## src/rtl/frame_buffer_reader_pkg.sv

```systemverilog
// frame_buffer_reader_pkg: shared scan-out constants and FSM state type.
package frame_buffer_reader_pkg;
    localparam int COLOR_BITS             = 8;
    localparam int FRAME_BUFFER_ADDR_SIZE = 10;
    localparam int WIDTH                  = 32;
    localparam int HEIGHT                 = 32;
    localparam int WORD_BITS              = 32;
    typedef enum logic [1:0] {IDLE, FETCH, SEND, DONE} fbr_state_t;
endpackage

```

## src/rtl/frame_buffer_reader_if.sv

```systemverilog
// frame_buffer_reader_if: SRAM read port plus packed-word output stream.
interface frame_buffer_reader_if
    import frame_buffer_reader_pkg::*;
#(
    parameter int ADDR_SIZE  = frame_buffer_reader_pkg::FRAME_BUFFER_ADDR_SIZE,
    parameter int COLOR_BITS = frame_buffer_reader_pkg::COLOR_BITS
);
    logic [ADDR_SIZE-1:0]  fb_read_addr;
    logic [COLOR_BITS-1:0] fb_data_in;
    logic [WORD_BITS-1:0]  data_out;
    logic                  data_ready_out;
    logic                  write_buffer_full;
    modport master (
        output fb_read_addr, data_out, data_ready_out,
        input  fb_data_in, write_buffer_full
    );
    modport slave (
        input  fb_read_addr, data_out, data_ready_out,
        output fb_data_in, write_buffer_full
    );
endinterface

```

## src/rtl/frame_buffer_reader_pixel_packer.sv

```systemverilog
// pixel_packer: assembles pixels LSB-first into one output word; clear wins over capture.
module pixel_packer
    import frame_buffer_reader_pkg::*;
#(
    parameter int COLOR_BITS = frame_buffer_reader_pkg::COLOR_BITS,
    parameter int SLOT_W     = 3
) (
    input  logic                  clk,
    input  logic                  rst,
    input  logic                  clear_i,
    input  logic                  capture_i,
    input  logic [SLOT_W-1:0]     slot_i,
    input  logic [COLOR_BITS-1:0] pixel_i,
    output logic [WORD_BITS-1:0]  word_o
);
    localparam int PPW = WORD_BITS / COLOR_BITS;
    logic [WORD_BITS-1:0] word_q, word_d;
    always_comb begin
        word_d = word_q;
        for (int k = 0; k < PPW; k++)
            if (capture_i && slot_i == SLOT_W'(k)) word_d[k*COLOR_BITS +: COLOR_BITS] = pixel_i;
        if (clear_i) word_d = '0;
    end
    always_ff @(posedge clk)
        word_q <= rst ? '0 : word_d;
    assign word_o = word_q;
endmodule

```

## src/rtl/frame_buffer_reader.sv

```systemverilog
// frame_buffer_reader: walks the front frame buffer once per start and streams packed words
// downstream, stalling on write_buffer_full.
module frame_buffer_reader
    import frame_buffer_reader_pkg::*;
#(
    parameter int ADDR_SIZE  = frame_buffer_reader_pkg::FRAME_BUFFER_ADDR_SIZE,
    parameter int COLOR_BITS = frame_buffer_reader_pkg::COLOR_BITS,
    parameter int NUM_PIXELS = frame_buffer_reader_pkg::WIDTH * frame_buffer_reader_pkg::HEIGHT
) (
    input  logic clk,
    input  logic rst,
    input  logic start_i,
    output logic busy_o,
    output logic done_o,
    frame_buffer_reader_if.master bus
);
    localparam int PPW = WORD_BITS / COLOR_BITS;
    localparam int SW  = $clog2(PPW + 1);
    localparam logic [ADDR_SIZE:0] NP    = (ADDR_SIZE + 1)'(NUM_PIXELS);
    localparam logic [SW-1:0]      PPW_S = SW'(PPW);
    fbr_state_t           state_q, state_d;
    logic [ADDR_SIZE:0]   pix_q, pix_d, pix_n;
    logic [ADDR_SIZE-1:0] addr_q, addr_d;
    logic [SW-1:0]        slot_q, slot_d, cap_slot;
    logic                 cap_q, cap_d;
    logic                 issue, xfer, clear;
    assign pix_n    = pix_q + 1'b1;
    assign cap_slot = slot_q - 1'b1;
    assign issue    = state_q == FETCH && slot_q < PPW_S && pix_q < NP;
    assign xfer     = state_q == SEND && !bus.write_buffer_full;
    always_comb begin
        state_d = state_q;
        pix_d   = pix_q;
        addr_d  = addr_q;
        slot_d  = slot_q;
        cap_d   = 1'b0;
        clear   = 1'b0;
        case (state_q)
            IDLE: if (start_i) begin
                state_d = FETCH;
                pix_d   = '0;
                addr_d  = '0;
                slot_d  = '0;
                clear   = 1'b1;
            end
            FETCH: begin
                cap_d = issue;
                if (issue) begin
                    pix_d  = pix_n;
                    slot_d = slot_q + 1'b1;
                    // hold the last legal address rather than wrapping past the frame
                    addr_d = pix_n < NP ? pix_n[ADDR_SIZE-1:0] : addr_q;
                end else state_d = SEND;
            end
            SEND: if (xfer) begin
                clear   = 1'b1;
                slot_d  = '0;
                state_d = pix_q < NP ? FETCH : DONE;
            end
            default: state_d = IDLE;
        endcase
    end
    always_ff @(posedge clk) begin
        if (rst) begin
            state_q <= IDLE;
            pix_q   <= '0;
            addr_q  <= '0;
            slot_q  <= '0;
            cap_q   <= 1'b0;
        end else begin
            state_q <= state_d;
            pix_q   <= pix_d;
            addr_q  <= addr_d;
            slot_q  <= slot_d;
            cap_q   <= cap_d;
        end
    end
    pixel_packer #(.COLOR_BITS(COLOR_BITS), .SLOT_W(SW)) u_pack (
        .clk       (clk),
        .rst       (rst),
        .clear_i   (clear),
        .capture_i (cap_q),
        .slot_i    (cap_slot),
        .pixel_i   (bus.fb_data_in),
        .word_o    (bus.data_out)
    );
    assign bus.fb_read_addr   = addr_q;
    assign bus.data_ready_out = xfer;
    assign busy_o             = state_q != IDLE;
    assign done_o             = state_q == DONE;
endmodule

```

## src/flat_wrapper.sv

```systemverilog
// flat-port wrapper written by rule: the top's interface ports become plain ports
module frame_buffer_reader_flat import frame_buffer_reader_pkg::*;
#(
    parameter int ADDR_SIZE  = frame_buffer_reader_pkg::FRAME_BUFFER_ADDR_SIZE,
    parameter int COLOR_BITS = frame_buffer_reader_pkg::COLOR_BITS,
    parameter int NUM_PIXELS = frame_buffer_reader_pkg::WIDTH * frame_buffer_reader_pkg::HEIGHT
)
  (clk, rst, start_i, busy_o, done_o, bus_fb_read_addr, bus_data_out, bus_data_ready_out, bus_fb_data_in, bus_write_buffer_full);
  frame_buffer_reader_if #(.ADDR_SIZE(ADDR_SIZE), .COLOR_BITS(COLOR_BITS)) bus_i ();
  input  logic clk;
  input  logic rst;
  input  logic start_i;
  output logic busy_o;
  output logic done_o;
  output wire logic [$bits(bus_i.fb_read_addr)-1:0] bus_fb_read_addr;
  output wire logic [$bits(bus_i.data_out)-1:0] bus_data_out;
  output wire logic [$bits(bus_i.data_ready_out)-1:0] bus_data_ready_out;
  input wire logic [$bits(bus_i.fb_data_in)-1:0] bus_fb_data_in;
  input wire logic [$bits(bus_i.write_buffer_full)-1:0] bus_write_buffer_full;
  assign bus_fb_read_addr = bus_i.fb_read_addr;
  assign bus_data_out = bus_i.data_out;
  assign bus_data_ready_out = bus_i.data_ready_out;
  assign bus_i.fb_data_in = bus_fb_data_in;
  assign bus_i.write_buffer_full = bus_write_buffer_full;
  frame_buffer_reader #(.ADDR_SIZE(ADDR_SIZE), .COLOR_BITS(COLOR_BITS), .NUM_PIXELS(NUM_PIXELS)) u_core (.clk(clk), .rst(rst), .start_i(start_i), .busy_o(busy_o), .done_o(done_o), .bus(bus_i));
endmodule
```

## config.mk

```make
export PLATFORM = sky130hd
export DESIGN_NAME = frame_buffer_reader_flat
export DESIGN_NICKNAME = d
export VERILOG_FILES = /design/src/rtl/frame_buffer_reader_pkg.sv /design/src/rtl/frame_buffer_reader_if.sv /design/src/rtl/frame_buffer_reader_pixel_packer.sv /design/src/rtl/frame_buffer_reader.sv /design/src/flat_wrapper.sv
export SDC_FILE = /design/constraint.sdc
export NUM_CORES = 1
export LEC_CHECK = 0
export ABC_AREA = 1
export BUFFER_PORTS_ARGS = -buffer_cell sky130_fd_sc_hd__buf_2
export CORE_AREA = 3 3 75 77
export CTS_BUF_LIST = sky130_fd_sc_hd__clkbuf_4 sky130_fd_sc_hd__clkbuf_8 sky130_fd_sc_hd__clkbuf_16
export CTS_CLUSTER_DIAMETER = 50
export DETAILED_ROUTE_END_ITERATION = 16
export DIE_AREA = 0 0 78 80
export HOLD_SLACK_MARGIN = 0.08
export PLACE_DENSITY = 0.85
export SLEW_MARGIN = 5
export SYNTH_ARGS = -nofsm -noshare
export SYNTH_HDL_FRONTEND = slang
export SYNTH_SLANG_ARGS = --single-unit
```

## constraint.sdc

```tcl
create_clock -name clk -period 2.35 [get_ports clk]
set_input_delay 0.235 -clock clk [delete_from_list [all_inputs] [get_ports clk]]
set_output_delay 0.235 -clock clk [all_outputs]
set_load 0.02 [all_outputs]
```

### Yosys cells after proc, flatten, opt, wreduce, memory -nomap -nowiden

Cells that the tools add are included.
Widths: inputs -> output; s select.

| storage, ports and cells | value |
|---|---|
| memories | 0 |
| register bits after elaboration | 59 |
| bits of input ports | 12 |
| ROM bits | 0 |
| RAM bits | 0 |
| logic and storage cells | 65 |
| bits in latches | 0 |

| operators by class | value |
|---|---|
| multiplexer cells | 19 |
| shift operators | 0 |
| reduce and logical (&&, ||, !) cells | 19 |
| $add $sub $neg | 3 |
| bitwise logic cells | 1 |
| $lt $le $gt $ge | 3 |
| $mul | 0 |
| equal/unequal tests | 11 |
| divide/modulo/power cells | 0 |

Operators by type and width:

| kind | number |
|---|---|
| $mux 10 | 3 |
| $lt 11x11->1 const B | 2 |
| $mux 11 | 2 |
| $pmux 11 s2 | 1 |
| $pmux 10 s2 | 1 |
| $add 11x1->11 const B | 1 |
| $mux 3 | 3 |
| $pmux 3 s3 | 1 |
| $mux 2 | 4 |
| $ne 2x2->1 const B | 4 |
| $reduce_and 4->1 | 2 |
| $logic_and 1x1->1 | 7 |
| $eq 3x2->1 const B | 2 |
| $pmux 2 s3 | 1 |
| $reduce_and 3->1 | 2 |
| $eq 2x2->1 const B | 2 |
| $reduce_bool 2->1 | 2 |
| $reduce_or 2->1 | 2 |
| $add 3x1->3 const B | 1 |
| $eq 3x1->1 const B | 1 |
| $logic_not 3->1 | 1 |
| $lt 3x3->1 const B | 1 |
| $reduce_bool 3->1 | 1 |
| $sub 3x1->3 const B | 1 |
| 7 further kinds | 8 |

### Logic depth before layout (Yosys ltp)

| depth | value |
|---|---|
| word-level depth | 5 |
| mapped depth | 10 |
| mapped depth without buffers | 10 |

### Hierarchy

From an unflattened synthesis, not the netlist that was laid out.

| unflattened totals | value |
|---|---|
| cell total of the unflattened synthesis | 395 |
| area, all modules | 2753.9 µm² |

Modules (own cells, without submodules):

| module | sequential area each (µm²) | times used | area an instance (µm²) | cells an instance |
|---|---|---|---|---|
| frame_buffer_reader | 540.5 | 1 | 1433.9 | 202 |
| pixel_packer | 640.6 | 1 | 1320.0 | 193 |

### Least setup slack after synthesis

OpenSTA, ideal clock, no wires.

| timing | value |
|---|---|
| kind | reg2reg |
| from | register u_core.slot_q[0] |
| to | register u_core.u_pack.word_q[10] (netlist: u_core.u_pack.word_o[10]) |
| slack | 0.766 ns |
| required time | 2.284 ns |
| clock period less this slack | 1.584 ns |
| stages on the path, launching flop included | 8 |
| arrival time | 1.518 ns |
| cell sequence | dfxtp_1 -> inv_1 -> ha_1 -> a21boi_1 -> nand3_2 -> inv_2 -> nand2_1 -> a21oi_2 |

| on the way | value |
|---|---|
| cells in the longest elaborated chain, start to end | 3 |

Ends and longest elaborated chain:

| what | RTL line | RTL |
|---|---|---|
| from (decl) | frame_buffer_reader.sv:24 | `logic [SW-1:0] slot_q, slot_d, cap_slot;` |
| from (signal assigned) | frame_buffer_reader.sv:74 | `slot_q <= slot_d;` |
| $sub 3x1->3 | frame_buffer_reader.sv:28 | `assign cap_slot = slot_q - 1'b1;` |
| $eq 3x1->1 | frame_buffer_reader_pixel_packer.sv:21 | `if (capture_i && slot_i == SLOT_W'(k)) word_d[k*COLOR_BITS +: COLOR_BITS] = pixel_i;` |
| $logic_and 1x1->1 | frame_buffer_reader_pixel_packer.sv:21 |  |
| to (signal assigned) | frame_buffer_reader_pixel_packer.sv:25 | `word_q <= rst ? '0 : word_d;` |
| to (decl) | frame_buffer_reader_pixel_packer.sv:17 | `logic [WORD_BITS-1:0] word_q, word_d;` |

Every way passes these cells.
A chain may end at the register's enable or synchronous reset.

### Worst setup path after layout

| timing | value |
|---|---|
| from | register u_core.slot_q[0] |
| to | register u_core.u_pack.word_q[4] (netlist: u_core.u_pack.word_o[4]) |

| on the way | value |
|---|---|
| cells in the longest elaborated chain, start to end | 3 |

Ends and longest elaborated chain:

| what | RTL line |
|---|---|
| $sub 3x1->3 | frame_buffer_reader.sv:28 |
| $logic_not 3->1 | frame_buffer_reader_pixel_packer.sv:21 |
| $logic_and 1x1->1 | frame_buffer_reader_pixel_packer.sv:21 |

Every way passes these cells.

==> metrics list <==
- Placed wire-length estimate after detailed placement: 4290 um
- Yosys warning count: 0
- Via-per-instance ratio: 5.09
- Number of cells on the worst reg-to-reg path: 7
* Total met2 wirelength after detailed routing: 2970 um
- Yosys cell types: 27
* Worst clock skew on the final layout: 0.00896 ns
- The average instance in the mapped netlist occupies 7.69 um^2.
- GRT Resource Usage Total: 21.0%
- Ratio of total power to cell area: 772 nW/um^2
- Routability congestion estimate from global placement: 0.855
- At the worst endpoint, the arrival time is 2.21 ns.
- Wire length reported by the detailed router: 6080 um
- Number of gates given a new drive strength after cts: 0
- Min Clock Period, post-route: 1.94 ns
* Number of standard cells after synthesis: 355
- The cell area that synthesis handed to floorplanning was 2730 um^2.
* Hold Worst Slack: 0.143 ns
* WS Path Type: flip-flop to flip-flop
- The most critical setup path has its startpoint at u_core.slot_q[0].
- Counting the fill cells in the layout gives 460.
- Summing all flip-flop and latch instances after layout gives 1180 um^2.
* Area of the die: 6240 um^2
- Measured against its own limit, the worst slew margin works out to 44.5%.
- The worst setup path is launched from a flip-flop.
- The count of buffers added on input and output ports is 56.
- Slew at the pin closest to its max-slew limit: 0.831 ns
- The number of antenna violations at the first check in global routing was 0.
- The number of endpoints with negative hold slack in the final report came to 0.
* Setup slack on the worst flop-to-flop path: 0.41 ns
- Unrepaired setup endpoints after global routing: false
- Setup violations remaining at the end of the flow were counted as 0.
- CTS saw 59 sinks.
- Wirelength per Cell: 12.4 um
- Endpoint of the most critical register-to-register path: u_core.u_pack.word_o[4]
- Max-cap violations: 0
- Area of the multi-input gates: 1310 um^2
- Clock tree from TritonCTS: done
* Type of element capturing the critical path: flip-flop
- Counting every net in the synthesized netlist gives 373.
* Sum of negative setup slack: 0 ns
* Chip Height: 80 um
- The tree is rooted in a sky130_fd_sc_hd__clkbuf_8.
- Final core utilization: 63.9%
- The number of antenna diodes in the final layout is 0.
- Compared with the post-synthesis result, the final layout area differs by 18.7%.
* Overflow left after global routing: 0
- The initial utilization of the core area, before any placement, comes to 53.8%.
- The first detailed-routing pass ran for 5 iterations.
- Net count of the finished layout: 432
- Die outline width: 78 um
- In this run the static leakage power is 1.45 nW.
* Total DRC errors in the routed layout: 0
- Summing the sequential cell areas from Yosys gives 43.2% of the chip area.
- I/O pin count: 57
* Final Cycle Share: 82.5%
* Max-slew violation total from the final report: 0
* Pin count of the biggest net entering global routing: 34
- Peak Freq: 516 MHz
* Wl on met1: 2630 um
- The highest layer touched by signal routing is met4.
- The run finished with clean final reports.
- Placeable core region: 5070 um^2
- R2R Path Start: u_core.slot_q[0]
* First-pass GRT wire length: 10300 um
* Vias after detailed routing: 2491
- Hold repair after CTS inserted 0 buffers.
- Worst-path maximum fanout: 9
* Number of nets still failing antenna checks after routing: 0
* Ratio of cells with drive above 1 in the final layout: 30.8%
- Clock latency of the later-clocked register in the worst-skew pair: 0.34 ns
- The worst hold path belongs to the class input port to flip-flop.
- H-tree Lvls: 3
- Data on the critical path is required at its endpoint by 2.62 ns.
- Counting flops and latches in the post-synthesis netlist gives 59.
- After the first detailed-routing iteration, the DRC count stood at 141.
- Post CTS Setup Buffer Count: 0
- Clock transition at the registers of the reported paths: 0.07 ns
* Hold Crit Depth: 2
- In this run the core area contains 26 standard-cell rows.
- Vias in the first global route: 2326
- Met3 wire len: 316 um
* Worst-case vdd ir drop: 0.413 mV
- The longest clock path from root to sink contains 2 buffers.
- Endpoint of the worst setup timing path: u_core.u_pack.word_o[4]
- Counting the buffers created by CTS gives 9.
-- worst min-delay path by stage --
stage | startpoint | endpoint | slack, ns
2_1_floorplan | rst | u_core.slot_q[1] | 0.30
3_3_place_gp | u_core.u_pack.word_o[13] | u_core.u_pack.word_o[13] | 0.45
3_5_place_dp | u_core.u_pack.word_o[0] | u_core.u_pack.word_o[0] | 0.46
4_1_cts | rst | u_core.slot_q[1] | 0.13
5_1_grt | rst | u_core.state_q[0] | 0.14
6_report | rst | u_core.slot_q[1] | 0.14
-- Yosys cell counts (all sizes together) --
library cell,count,area (um^2)
or2,1,6.26
dfxtp,59,1180
nand3,25,173
o21ai,13,72.6
nand2,122,475
clkbuf,1,3.75
buf,7,75.1
inv,42,158
ha,6,75.1
clkinv,1,8.76
a21oi,51,372
o32ai,1,8.76
a21boi,1,7.51
nor2,23,104
nand4,1,6.26
nor3,1,5.00
-- sequential cells by signal, indices dropped and copies added (netlist names) --
| register | count |
|---|---|
| u_core.slot_q | 3 |
| u_core.pix_q | 11 |
| u_core.cap_q | 1 |
| u_core.state_q | 2 |
| u_core.u_pack.word_o | 32 |
| u_core.bus.fb_read_addr | 10 |
-- layout make-up --
| cell class | instances | area share [%] |
|---|---|---|
| tap | 70 | 2.70 |
| clock buffer | 10 | 4.05 |
| inverter | 43 | 5.13 |
| sequential | 59 | 36.4 |
| multi-input combinational | 245 | 40.3 |
| clock inverter | 6 | 2.78 |
| timing repair buffer | 56 | 8.65 |
-- metal layers --
layer / vias to the layer above / GRT usage [%]
li1: 1249 / -
met1: 1163 / 24.1
met2: 64 / 34.5
met3: 15 / 6.88
met4: 0 / 11.5
met5: - / 0
-- where the power goes --
group	internal [mW]	total, mW	switching (mW)
Combinational	0.116	0.365	0.249
Sequential	1.06	1.11	0.0509
Clock	0.610	1.03	0.421
-- cells in the final DEF, fill, tap and decap left out, types with 2 or more instances in the layout --
cell type | netlist | routed
sky130_fd_sc_hd__nor2_4 | 2 | 2
sky130_fd_sc_hd__o21ai_1 | 4 | 4
sky130_fd_sc_hd__o21ai_0 | 7 | 7
sky130_fd_sc_hd__a21oi_2 | 31 | 31
sky130_fd_sc_hd__nand2_4 | 2 | 2
sky130_fd_sc_hd__inv_2 | 9 | 9
sky130_fd_sc_hd__nand3_1 | 17 | 17
sky130_fd_sc_hd__nand3_2 | 7 | 7
sky130_fd_sc_hd__nor2_1 | 20 | 20
sky130_fd_sc_hd__nand2_1 | 119 | 119
sky130_fd_sc_hd__clkinv_4 | 1 | 3
sky130_fd_sc_hd__inv_1 | 33 | 33
sky130_fd_sc_hd__ha_1 | 6 | 6
sky130_fd_sc_hd__a21oi_1 | 20 | 20
sky130_fd_sc_hd__dfxtp_1 | 59 | 59
sky130_fd_sc_hd__buf_2 | 0 | 56
sky130_fd_sc_hd__o21ai_2 | 2 | 2
sky130_fd_sc_hd__clkbuf_8 | 0 | 9
sky130_fd_sc_hd__bufinv_16 | 0 | 2
-- critical path, cell delays in order, from the launching register on --
cell,delay [ns]
sky130_fd_sc_hd__dfxtp_1,0.40
sky130_fd_sc_hd__inv_1,0.11
sky130_fd_sc_hd__ha_1,0.22
sky130_fd_sc_hd__a21boi_1,0.39
sky130_fd_sc_hd__nand3_2,0.30
sky130_fd_sc_hd__inv_2,0.22
sky130_fd_sc_hd__nand2_1,0.11
sky130_fd_sc_hd__a21oi_2,0.13
-- per-stage QoR --
stage	power [mW]	instances	area, um^2	setup WS [ns]
6_report	2.50	489	3240	0.412
5_1_grt	2.62	489	3240	0.160
2_1_floorplan	1.42	355	2730	0.766
3_3_place_gp	1.48	473	3020	0.571
4_1_cts	2.52	489	3240	0.394
3_5_place_dp	1.50	473	3020	0.480
-- kinds of logic (layout without fill, tap and decap cells) --
| kind of cell | count (synthesis) | in the layout | share of synthesized area [%] |
|---|---|---|---|
| AND/OR/NAND/NOR | 173 | 173 | 28.2 |
| adder cells (fa/ha/maj) | 6 | 6 | 2.75 |
| AO/OA/AOI/OAI | 66 | 66 | 16.9 |
| buffers and inverters | 51 | 115 | 8.98 |
| flip-flops | 59 | 59 | 43.2 |
(Power assumes the default switching activity.)
